### config.mk
export PLATFORM = sky130hd
export DESIGN_NAME = mul_seq_ctrl
export DESIGN_NICKNAME = d
export VERILOG_FILES = /design/src/rtl/mul_seq_ctrl.sv
export SDC_FILE = /design/constraint.sdc
export NUM_CORES = 1
export LEC_CHECK = 0
export CORE_MARGIN = 2
export CORE_UTILIZATION = 51
export CTS_CLUSTER_DIAMETER = 100
export CTS_CLUSTER_SIZE = 24
export DETAILED_ROUTE_END_ITERATION = 7
export GPL_TIMING_DRIVEN = 0
export PLACE_DENSITY = 0.78
export SYNTH_ARGS = -nofsm -noshare
export SYNTH_HDL_FRONTEND = slang
export SYNTH_SLANG_ARGS = --single-unit
### constraint.sdc
create_clock -name clk -period 2.1 [get_ports clk]
set_clock_uncertainty 0.2 [all_clocks]
set_input_delay 0.21 -clock clk [delete_from_list [all_inputs] [get_ports clk]]
set_output_delay 0.21 -clock clk [all_outputs]
set_load 0.02 [all_outputs]
### src/rtl/mul_seq_ctrl.sv
// Sequential shift-and-add unsigned multiplier with start/busy/done handshake.
// One partial-product bit per cycle; result commits on the final iteration.
module mul_seq_ctrl #(
  parameter int WIDTH = 4
) (
  input  logic                 clk,
  input  logic                 rst_n,
  input  logic                 start,
  input  logic [WIDTH-1:0]     a,
  input  logic [WIDTH-1:0]     b,
  output logic                 busy,
  output logic                 done,
  output logic                 valid,
  output logic [2*WIDTH-1:0]   product
);

  localparam int CW = $clog2(WIDTH) + 1;

  typedef enum logic [1:0] {IDLE, CALC, DONE} state_t;

  state_t            state, state_nxt;
  logic [CW-1:0]     cnt;
  logic [WIDTH-1:0]  mcand;
  logic [WIDTH-1:0]  mq;
  logic [WIDTH:0]    acc;
  logic [WIDTH:0]    sum;
  logic [2*WIDTH:0]  shifted;
  logic              last_iter;

  always_comb begin
    sum       = acc + (mq[0] ? {1'b0, mcand} : '0);
    shifted   = {sum, mq} >> 1;
    last_iter = (cnt == CW'(WIDTH - 1));
  end

  always_ff @(posedge clk or negedge rst_n) begin
    if (!rst_n) state <= IDLE;
    else        state <= state_nxt;
  end

  always_comb begin
    state_nxt = state;
    case (state)
      IDLE:    if (start) state_nxt = CALC;
      CALC:    if (last_iter) state_nxt = DONE;
      DONE:    state_nxt = IDLE;
      default: state_nxt = IDLE;
    endcase
  end

  always_comb begin
    busy = (state != IDLE);
  end

  // Datapath: product/valid only change on the edge that finishes the last iteration.
  always_ff @(posedge clk or negedge rst_n) begin
    if (!rst_n) begin
      cnt     <= '0;
      mcand   <= '0;
      mq      <= '0;
      acc     <= '0;
      product <= '0;
      done    <= 1'b0;
      valid   <= 1'b0;
    end else begin
      done <= 1'b0;
      case (state)
        IDLE: begin
          if (start) begin
            mcand <= a;
            mq    <= b;
            acc   <= '0;
            cnt   <= '0;
          end
        end
        CALC: begin
          acc <= shifted[2*WIDTH:WIDTH];
          mq  <= shifted[WIDTH-1:0];
          cnt <= cnt + 1'b1;
          if (last_iter) begin
            product <= shifted[2*WIDTH-1:0];
            done    <= 1'b1;
            valid   <= 1'b1;
          end
        end
        default: ;
      endcase
    end
  end

endmodule

## Yosys cells after proc, flatten, opt, wreduce, memory -nomap -nowiden

Cells that the tools add are included.
W data, S select, Z words.

- $add $sub $neg: 2
- Equal/unequal tests: 4
- Multiplexer cells: 12
- Reductions and logical operators: 7

Operators with widths:

| kind | number |
|---|---|
| $pmux W5 S2 | 1 |
| $mux W4 | 2 |
| $pmux W4 S2 | 1 |
| $reduce_and A2 Y1 | 4 |
| $pmux W3 S2 | 1 |
| $add A5 B4 Y5 | 1 |
| $mux W5 | 1 |
| $mux W2 | 2 |
| $ne A2 B2 Y1 const B | 2 |
| $pmux W2 S2 | 1 |
| $reduce_bool A2 Y1 | 2 |
| $add A3 B1 Y3 const B | 1 |
| $eq A3 B2 Y1 const B | 1 |
| $mux W3 | 1 |
| $eq A2 B1 Y1 const B | 1 |
| $logic_not A2 Y1 | 1 |
| $mux W1 | 2 |

- Register bits: 28
- Output and inout port bits: 11
- Word-level logic and storage cells: 33

## Depth between registers and ports, before layout

Gate-level depths: netlist of run 1.

- Depth after elaboration: 3
- Depth in mapped cells: 6
- Mapped depth without buffers: 6

## Worst setup path before layout of run 1

Ideal clock, no wire load.

- Kind: reg2reg
- From: reg mq[0]
- To: reg acc[3]
- Arrival time: 1.509 ns
- Required time: 1.772 ns
- Setup slack: 0.264 ns
- Stages on the path, launching flop included: 7
- Period minus slack after synthesis: 1.836 ns
- Cell sequence: dfrtp_1 -> and2_1 -> ha_1 -> fa_1 -> a21o_1 -> a21oi_1 -> o21ai_0

- Longest elaborated chain between the ends: 3

RTL lines:

| item | line | source |
|---|---|---|
| from (decl) | 24 | `logic [WIDTH-1:0] mq;` |
| from (signal assigned) | 78 | `mq <= shifted[WIDTH-1:0];` |
| $mux W4 | 31 | `sum = acc + (mq[0] ? {1'b0, mcand} : '0);` |
| $add A5 B4 Y5 | 31 |  |
| $pmux W5 S2 | 67 | `case (state)` |
| to (signal assigned) | 77 | `acc <= shifted[2*WIDTH:WIDTH];` |
| to (decl) | 25 | `logic [WIDTH:0] acc;` |

No other way between the ends.
A chain may end at the register's enable or synchronous reset.

## Final worst setup path of run 1

- From: reg state[1]
- To: out busy

- Longest elaborated chain between the ends: 1

RTL lines:

| item | line | source |
|---|---|---|
| from (decl) | 21 | `state_t state, state_nxt;` |
| from (signal assigned) | 38 | `else state <= state_nxt;` |
| $reduce_bool A2 Y1 | 52 | `busy = (state != IDLE);` |
| to (decl) | 11 | `output logic busy,` |

No other way between the ends.

==> impl_metrics.ini, run 1 <==
[route]
drt-wirelength-per-cell_microns = 13.4
ant_nets = 0
vias = 910
postRouteWirelength_mm = 2.25
drc = 0
first_pass_iters = 4
detailedRoute.firstIterationViolations = 3
vias_per_cell = 5.42

[cts]
cts_max_level = 1
clk-insertion-delay-late_ps = 320
tritoncts = done
cts_setup_buffers = 0
quantity_of_gates_resized_following_cts = 0
cts-buffers-inserted = 3
cts_hold_repair.buffers = 0
cts.reportedPaths.clkPinSlew_ps = 140
clock_root_buffer = sky130_fd_sc_hd__clkbuf_4
tritoncts_num_sinks = 27
cts_buffer_depth = 2

[placed_design]
buffer_ports.inserted = 21
place_congestion = 0.807
pre_cts_slack_ps = 117
dp_hpwl_mm = 1.75

[sta]
fmax_mhz = 490
worst_pin_slew_ps = 1160
finalWorstPathRequiredPeriod_ps = 2040
final.setup.tns_ps = 0
finalSetupViolations = 0
hold_violations = 0
postLayoutSetupSlackWorst_ps = 60.1
rsz_0062_raised_after_global_routing = false
timing.slew.headroom_pct = 22.3
post-route-period-util_pct = 97.1
timing.final.max_slew_violations = 0

[layout]
nFillCells = 179
synthToLayoutAreaGrowth_pct = 22.1
multi_input_comb_area_sq_um = 549
ff_latch_area_sq_um = 677
layout.nets = 159
share_of_post_route_cells_with_drive_strength_above_1_pct = 11.4
antennaDiodeCount = 0

[synthesis]
synth_top_area_share_pct = 53.9
synth.largest_area_cell = sky130_fd_sc_hd__dfrtp_1
synth-seq-area-share_pct = 53.9
synthesis.area_per_instance_sq_um = 10.9
syn-cell-area_sq_um = 1250
library_cells_used_by_synthesis = 26
synth_fp_nets = 133
postSynthRegisterBits = 27
synth.area.top_cells = sky130_fd_sc_hd__dfrtp_1 54%, sky130_fd_sc_hd__nand2_1 8.1%, sky130_fd_sc_hd__ha_1 6.0%, sky130_fd_sc_hd__mux2_4 4.8%, sky130_fd_sc_hd__o21ai_0 3.6%
synth_instances = 115
synth-warning-count = 0

[worst_setup_path]
r2r_slack_ps = 150
first_element_of_the_critical_path = state[1]
timing.reg2reg.worst_path_depth = 6
ff_to_ff_start = mq[0]
critical_path_peak_fanout = 9
critPathCapture = busy
end_kind = output port
cp_data_arrival_time_ps = 1630
crit_required_ps = 1690
worst-setup-path-type = register to output port
reg2reg_to = acc[3]
crit_path_start_kind = register

[global_route]
initial_antenna_violation_count = 0
first_pass_grt_wire_length_mm = 4.01
grt_use_total_pct = 19.6
globalRouteOverflowTotal = 0
maximum_number_of_pins_on_one_net_before_global_route_repair = 28
first_global_vias = 923

[floorplan]
overall_die_height_microns = 53.6
rows = 17
fp.dieArea_sq_um = 2870
num_io_pins = 22
die_w_microns = 53.6
starting_density_pct = 55.1
core_area_sq_um = 2280

[pwr]
ir_worst_vdd_mv = 0.724
leakagePower_nw = 0.751
cellPowerDensity_nw_per_um2 = 1310

[hold_path]
hold_path_class = input port to async pin

[run_status]
outcome = complete, no violations

[run]
cap_violations = 0
final cells by class:
type,count,share of cell area (%)
flip-flops and latches,27,44.2
multi-input cells,81,35.9
repair buffers,21,13.7
well taps,28,2.29
clock buffers,4,1.72
plain buffers,3,1.14
inverters,4,0.981
synthesized netlist by cell type:
cell,number
sky130_fd_sc_hd__a21o_1,1
sky130_fd_sc_hd__ha_1,6
sky130_fd_sc_hd__mux2_4,4
sky130_fd_sc_hd__nor2_8,1
sky130_fd_sc_hd__nand3b_1,1
sky130_fd_sc_hd__nand2b_1,2
sky130_fd_sc_hd__buf_4,1
sky130_fd_sc_hd__nand2_1,27
sky130_fd_sc_hd__o21bai_1,1
sky130_fd_sc_hd__a22o_1,2
sky130_fd_sc_hd__o21ai_1,1
sky130_fd_sc_hd__a21oi_1,7
sky130_fd_sc_hd__a211o_1,2
sky130_fd_sc_hd__and2_1,4
sky130_fd_sc_hd__inv_1,3
sky130_fd_sc_hd__nand3_1,3
sky130_fd_sc_hd__dfrtp_1,27
sky130_fd_sc_hd__buf_2,2
sky130_fd_sc_hd__xnor2_1,1
sky130_fd_sc_hd__o21ai_0,9
sky130_fd_sc_hd__and3b_1,4
sky130_fd_sc_hd__nand4_1,2
sky130_fd_sc_hd__inv_2,1
sky130_fd_sc_hd__and2b_2,1
sky130_fd_sc_hd__or2_4,1
sky130_fd_sc_hd__fa_1,1
critical path, cell delays in order (launching register included):
cell and delay [ps]:
sky130_fd_sc_hd__dfrtp_2 480, sky130_fd_sc_hd__or2_4 290, sky130_fd_sc_hd__clkdlybuf4s50_1 540
stage by stage:
| stage | instance area [sq um] | instances | total power (W) | util, % | hold slack, ps |
|---|---|---|---|---|---|
| final | 1530 | 168 | 0.00201 | 67.2 | 289 |
| after global routing | 1530 | 168 | 0.00218 | 67.2 | 272 |
| after CTS | 1530 | 168 | 0.00203 | 67.0 | 282 |
| after detailed placement | 1500 | 164 | 0.00180 | 65.9 | 258 |
| after global placement | 1500 | 164 | 0.00177 | 65.9 | 252 |
| after floorplan | 1250 | 115 | 0.00147 | - | -286 |
cells by family (layout without fill, tap and decap cells):
kind of cell	Yosys count	in the layout	synth area share [%]
muxes	4	4	4.79
and+or+nand+nor	46	46	19.7
adders and majority gates	7	7	7.58
DFF	27	27	53.9
xor gates and xnor gates	1	1	0.699
AOI/OAI and AO/OA	23	23	10.8
buffers and inverters	7	32	2.59
where the power goes:
part | internal, W | switching [W]
Combinational | 0.000457 | 0.000474
Sequential | 0.000728 | 0.000132
Clock | 0.0000743 | 0.000142
state kept, by name (all words and copies together) (netlist names):
register	flops
product	8
cnt	3
acc	4
mcand	4
state	2
mq	4
valid	1
done	1
per-layer routing:
| layer | track usage (%) | up-vias | share of wire, % |
|---|---|---|---|
| li1 | - | 444 | - |
| met5 | 0 | - | 0 |
| met1 | 25.0 | 453 | 46 |
| met2 | 33.1 | 11 | 51 |
| met3 | 2.50 | 2 | 1.6 |
| met4 | 8.97 | 0 | 0.76 |
worst min-delay path by stage:
stage,from,to,slack (ps),depth (start not counted)
3_5_place_dp,valid,valid,260,1
6_report,rst_n,product[5],290,1
4_1_cts,a[3],mcand[3],280,2
5_1_grt,a[2],mcand[2],270,2
2_1_floorplan,rst_n,acc[0],-290,0
3_3_place_gp,valid,valid,250,1
layout by cell type, fill, tap and decap left out:
| cell type | n |
|---|---|
| sky130_fd_sc_hd__clkdlybuf4s50_1 | 21 |
| sky130_fd_sc_hd__clkbuf_4 | 3 |
| sky130_fd_sc_hd__or2_4 | 1 |
| sky130_fd_sc_hd__mux2_4 | 4 |
| sky130_fd_sc_hd__dfrtp_2 | 1 |
| sky130_fd_sc_hd__nand3b_1 | 1 |
| sky130_fd_sc_hd__fa_1 | 1 |
| sky130_fd_sc_hd__nand4_1 | 2 |
| sky130_fd_sc_hd__xnor2_1 | 1 |
| sky130_fd_sc_hd__o21bai_1 | 1 |
| sky130_fd_sc_hd__o21ai_0 | 9 |
| sky130_fd_sc_hd__o21ai_1 | 1 |
| sky130_fd_sc_hd__a21oi_2 | 1 |
| sky130_fd_sc_hd__buf_2 | 2 |
| sky130_fd_sc_hd__and2b_2 | 1 |
| sky130_fd_sc_hd__nor2_8 | 1 |
| sky130_fd_sc_hd__nand2_1 | 27 |
| sky130_fd_sc_hd__dfrtp_1 | 26 |
| sky130_fd_sc_hd__inv_2 | 1 |
| sky130_fd_sc_hd__inv_1 | 3 |
| sky130_fd_sc_hd__a21o_1 | 1 |
| sky130_fd_sc_hd__nand3_1 | 3 |
| sky130_fd_sc_hd__and2_1 | 4 |
| sky130_fd_sc_hd__nand2b_1 | 2 |
| sky130_fd_sc_hd__a211o_1 | 2 |
| sky130_fd_sc_hd__clkbuf_1 | 1 |
| sky130_fd_sc_hd__a22o_1 | 2 |
| sky130_fd_sc_hd__buf_4 | 1 |
| sky130_fd_sc_hd__a21oi_1 | 6 |
| sky130_fd_sc_hd__and3b_1 | 4 |
| sky130_fd_sc_hd__ha_1 | 6 |
(Power assumes the default switching activity.)
==> run 2: changes to the inputs <==
Settings changed: CORE_ASPECT_RATIO from default to 0.8, CORE_UTILIZATION 51 to 43, PLACE_DENSITY 0.78 to 0.67.
==> run 2 against run 1 <==
Effect of this change:
- routed wire length grew 8.6%
- first-iteration DRC count grew to 9.3 times the previous value
- register-to-register slack lost 50 ps
- cell area grew 1.1%
- sequential power grew 0.5%
- flip-flop and latch count is the same
- combinational power grew 0.5%
- cell count grew 6.5%
- core utilization shrank 11 points
- highest routed layer unchanged
==> impl_metrics.ini, run 2 (synthesis results as in run 1) <==
[layout]
synthToLayoutAreaGrowth_pct = 23.5
finalNonFillerCells = 179
mostFrequentLayoutCell = sky130_fd_sc_hd__nand2_1
layout.nets = 160
ff_latch_area_sq_um = 677
share_of_post_route_cells_with_drive_strength_above_1_pct = 12.1
nFillCells = 263
antennaDiodeCount = 0
commonest_cells_after_routing_fill_and_taps_aside = 27 x sky130_fd_sc_hd__nand2_1, 26 x sky130_fd_sc_hd__dfrtp_1, 19 x sky130_fd_sc_hd__clkdlybuf4s50_1, 9 x sky130_fd_sc_hd__o21ai_0, 7 x sky130_fd_sc_hd__a21oi_1
registers.top_by_ff_count = product
multi_input_comb_area_sq_um = 546
finish.utilization_pct = 56.0
largest_register_ffs = 8

[sta]
final.setup.tns_ps = 0
finalWorstPathRequiredPeriod_ps = 2000
rsz_0062_raised_after_global_routing = false
timing.final.max_slew_violations = 0
fmax_mhz = 500
finalSetupViolations = 0
worst_pin_slew_ps = 603
whs_ps = 196
postLayoutSetupSlackWorst_ps = 102
timing.slew.headroom_pct = 59.8
post-route-period-util_pct = 95.2
hold_violations = 0

[worst_setup_path]
critical_path_peak_fanout = 5
timing.reg2reg.worst_path_depth = 6
critPathCapture = acc[3]
cp_data_arrival_time_ps = 2030
critPathBufInv = 0
crit_chain = and2_1 -> ha_1 -> fa_1 -> a21o_1 -> a21oi_1 -> o21ai_0
crit_required_ps = 2130
critical-path-slowest-cell = sky130_fd_sc_hd__dfrtp_1
crit_family = adder cells
ff_to_ff_start = mq[0]
r2r_slack_ps = 100
end_kind = register
critical_path_depth = 6
first_element_of_the_critical_path = mq[0]
reg2reg_to = acc[3]
crit_path_start_kind = register
cp_slowest_stage_delay_ps = 440
worst-setup-path-type = register to register

[floorplan]
rows = 17
die_w_microns = 64.4
starting_density_pct = 45.3
fp.dieArea_sq_um = 3370
core_area_sq_um = 2770
num_io_pins = 22
overall_die_height_microns = 52.3

[cts]
cts_max_level = 1
clock_root_buffer = sky130_fd_sc_hd__clkbuf_4
cts.reportedPaths.clkPinSlew_ps = 150
cts_buffer_depth = 2
clk-insertion-delay-late_ps = 330
tritoncts_num_sinks = 27
cts-buffers-inserted = 3
tritoncts = done

[pwr]
cellPowerDensity_nw_per_um2 = 1310
leakagePower_nw = 0.761
ir_worst_vdd_mv = 0.613

[placed_design]
dp_hpwl_mm = 1.81
pre_cts_slack_ps = 127
place_congestion = 0.790
dp.cells = 174
buffer_ports.inserted = 21

[route]
vias_per_cell = 4.98
postRouteWirelength_mm = 2.44
vias = 892
drc = 0
drt-wirelength-per-cell_microns = 13.6
ant_nets = 0
first_pass_iters = 4
detailedRoute.firstIterationViolations = 28

[global_route]
initial_antenna_violation_count = 0
globalRouteOverflowTotal = 0
first_pass_grt_wire_length_mm = 4.06
maximum_number_of_pins_on_one_net_before_global_route_repair = 28
grt_use_total_pct = 16.5
first_global_vias = 829

[hold_path]
hold_path_class = input port to async pin

[run_status]
outcome = complete, no violations

[run]
cap_violations = 0
==> run 2: cell count changes in the layout (fill, tap and decap cells not counted), sizes merged <==
cell / before / now
buf: 3 / 4
clkinv: 0 / 1
clkbuf: 4 / 3
dlymetal6s2s: 0 / 1
clkdlybuf4s50: 21 / 19
dlygate4sd3: 0 / 1
==> run 2: routing by layer <==
metal	share of wire (%)	vias to the layer above	wire (microns)	track usage (%)
met4	0.82	0	20	4.61
met5	0	-	0	0
met3	4.8	4	116	5.38
met1	49	425	1200	22.0
met2	45	22	1100	25.9
li1	-	441	-	-
==> run 2: worst min path at each step <==
stage	to	slack, ps	startpoint
after CTS	mcand[3]	260	a[3]
after floorplan	acc[0]	-290	rst_n
final	valid	200	rst_n
after detailed placement	product[1]	260	product[1]
after global routing	mcand[2]	240	a[2]
after global placement	valid	250	valid
==> run 2: worst reg2reg max path, stage by stage (launching register included) <==
cell and delay, ps:
sky130_fd_sc_hd__dfrtp_1 440, sky130_fd_sc_hd__and2_1 150, sky130_fd_sc_hd__ha_1 210, sky130_fd_sc_hd__fa_1 420, sky130_fd_sc_hd__a21o_1 200, sky130_fd_sc_hd__a21oi_1 190
sky130_fd_sc_hd__o21ai_0 100
==> run 2: area by class of cell <==
| class | instances | share of cell area (%) |
|---|---|---|
| repair buffers | 22 | 14.1 |
| flip-flops and latches | 27 | 43.7 |
| plain buffers | 3 | 1.13 |
| multi-input cells | 81 | 35.2 |
| inverters | 4 | 0.970 |
| clock buffers | 3 | 1.46 |
| well taps | 38 | 3.07 |
| clock inverters | 1 | 0.323 |
==> run 2: what timing repair did <==
action,4_1_cts,5_1_grt
endpoints found under the setup margin,1,1
setup buffers,0,0
hold buffers,0,1
resized for setup,1,1
endpoints found under the hold margin,0,27
==> run 2: power breakdown <==
group | switching [W] | internal, W | leakage, nW
Clock | 0.000160 | 0.0000717 | 0.0177
Sequential | 0.000135 | 0.000727 | 0.339
Combinational | 0.000481 | 0.000455 | 0.404
==> run 2: metrics by stage <==
step,instance area (sq um),power [W]
after floorplan,1250,0.00147
after global placement,1510,0.00178
after detailed placement,1510,0.00182
after CTS,1540,0.00206
after global routing,1550,0.00220
final,1550,0.00203
==> run 3: changes to the inputs <==
Settings changed: HOLD_SLACK_MARGIN from default to 0.05.
Clock period 2.1 ns to 2.58 ns, I/O delays scaled along.
==> run 3 against run 2 <==
Effect of this change:
- sequential power shrank 19%
- clock power down 19%
- cell area decreased by 0.24%
- first-iteration DRC count stayed put
- die area is the same
- cell count unchanged
- flip-flop and latch count is the same
- register-to-register slack gained 480 ps
- total power down 19%
- global-route usage did not move
- combinational power shrank 18%
- critical path type is now register to output port
==> impl_metrics.ini, run 3 (synthesis results as in run 1) <==
[run_status]
outcome = complete, no violations

[layout]
finalNonFillerCells = 179
layout.nets = 160
finish.utilization_pct = 55.8
antennaDiodeCount = 0
largest_register_ffs = 8
ff_latch_area_sq_um = 676
multi_input_comb_area_sq_um = 546
share_of_post_route_cells_with_drive_strength_above_1_pct = 11.3
commonest_cells_after_routing_fill_and_taps_aside = 27 x sky130_fd_sc_hd__nand2_1, 27 x sky130_fd_sc_hd__dfrtp_1, 20 x sky130_fd_sc_hd__clkdlybuf4s50_1, 9 x sky130_fd_sc_hd__o21ai_0, 7 x sky130_fd_sc_hd__a21oi_1
nFillCells = 260
synthToLayoutAreaGrowth_pct = 23.2
registers.top_by_ff_count = product

[floorplan]
core_area_sq_um = 2770
num_io_pins = 22
rows = 17
fp.dieArea_sq_um = 3370
starting_density_pct = 45.3
overall_die_height_microns = 52.3
die_w_microns = 64.4

[worst_setup_path]
critPathCapture = busy
end_kind = output port
cp_data_arrival_time_ps = 1670
ff_to_ff_start = mq[0]
reg2reg_to = acc[3]
worst-setup-path-type = register to output port
crit_required_ps = 2120
first_element_of_the_critical_path = state[1]
timing.reg2reg.worst_path_depth = 6
r2r_slack_ps = 580
crit_path_start_kind = register
critical_path_peak_fanout = 9

[pwr]
combinationalPowerShare_pct = 46.2
ir_worst_vdd_mv = 0.498
total_power_w = 0.00165
cellPowerDensity_nw_per_um2 = 1070
power.sequential.fraction_pct = 42.4
leakagePower_nw = 0.759
clockPowerShare_pct = 11.4
power.net_switching_w = 0.000632
internal_power_w = 0.00102
switching_share_pct = 38.2

[sta]
worst_pin_slew_ps = 602
fmax_mhz = 471
post-route-period-util_pct = 82.3
timing.final.max_slew_violations = 0
timing.slew.headroom_pct = 59.8
hold_violations = 0
finalSetupViolations = 0
rsz_0062_raised_after_global_routing = false
whs_ps = 244
final.setup.tns_ps = 0
finalWorstPathRequiredPeriod_ps = 2120

[cts]
clock_root_buffer = sky130_fd_sc_hd__clkbuf_4
cts_max_level = 1
cts.reportedPaths.clkPinSlew_ps = 150
tritoncts = done
cts_buffer_depth = 2
cts-buffers-inserted = 3
tritoncts_num_sinks = 27
cts_setup_buffers = 0
clk-insertion-delay-late_ps = 330

[route]
detailedRoute.firstIterationViolations = 28
drc = 0
drt-wirelength-per-cell_microns = 13.6
vias_per_cell = 4.97
postRouteWirelength_mm = 2.43
ant_nets = 0
first_pass_iters = 4
vias = 890

[placed_design]
dp_hpwl_mm = 1.81
place_congestion = 0.790
dp.cells = 174
buffer_ports.inserted = 21

[global_route]
grt_use_total_pct = 16.5
first_pass_grt_wire_length_mm = 4.06
maximum_number_of_pins_on_one_net_before_global_route_repair = 28
initial_antenna_violation_count = 0
globalRouteOverflowTotal = 0
first_global_vias = 829

[hold_path]
hold_path_class = input port to async pin

[run]
cap_violations = 0
[run 3: cell count changes in the layout (fill, tap and decap cells not counted), sizes merged]
cell	previous run	this run
dlymetal6s2s	1	0
clkdlybuf4s50	19	20
[run 3: worst min path at each step]
stage	to	cells after the start
floorplan	acc[0]	0
global placement	valid	1
detailed placement	product[1]	2
CTS	product[1]	2
global route	valid	2
finish	valid	2
[run 3: repair_timing]
action                    CTS  global route
hold endpoints to repair    0            27
resized for setup           0             0
hold buffers                0             1
[run 3: layout make-up]
type	count	area share (%)
sequential	27	43.8
multi-input combinational	81	35.3
timing repair buffer	22	13.9
tap	38	3.08
clock buffer	3	1.46
buffer	3	1.13
inverter	4	0.972
clock inverter	1	0.324
[run 3: power by group through the flow]
| stage | Sequential, W | Combinational (W) | Clock, W |
|---|---|---|---|
| floorplan | 0.000751 | 0.000447 | 0 |
| global placement | 0.000702 | 0.000748 | 0 |
| detailed placement | 0.000711 | 0.000767 | 0 |
| CTS | 0.000702 | 0.000772 | 0.000198 |
| global route | 0.000727 | 0.000844 | 0.000221 |
| finish | 0.000701 | 0.000763 | 0.000189 |
[run 3: critical path, cell delays in order, from the launching register on]
cell                              delay (ps)
sky130_fd_sc_hd__dfrtp_1                 480
sky130_fd_sc_hd__or2_4                   310
sky130_fd_sc_hd__clkdlybuf4s50_1         540
[run 3: metal layers]
layer	vias up	routed length (microns)	global-route usage [%]
met1	423	1190	22.0
met5	-	0	0
met3	4	115	5.38
met2	22	1100	25.9
li1	441	-	-
met4	0	20	4.61
[run 3: through the flow]
step | instance area (sq um) | setup slack [ps]
detailed placement | 1510 | 607
CTS | 1540 | 431
global placement | 1510 | 617
finish | 1540 | 455
floorplan | 1250 | 744
global route | 1540 | 370
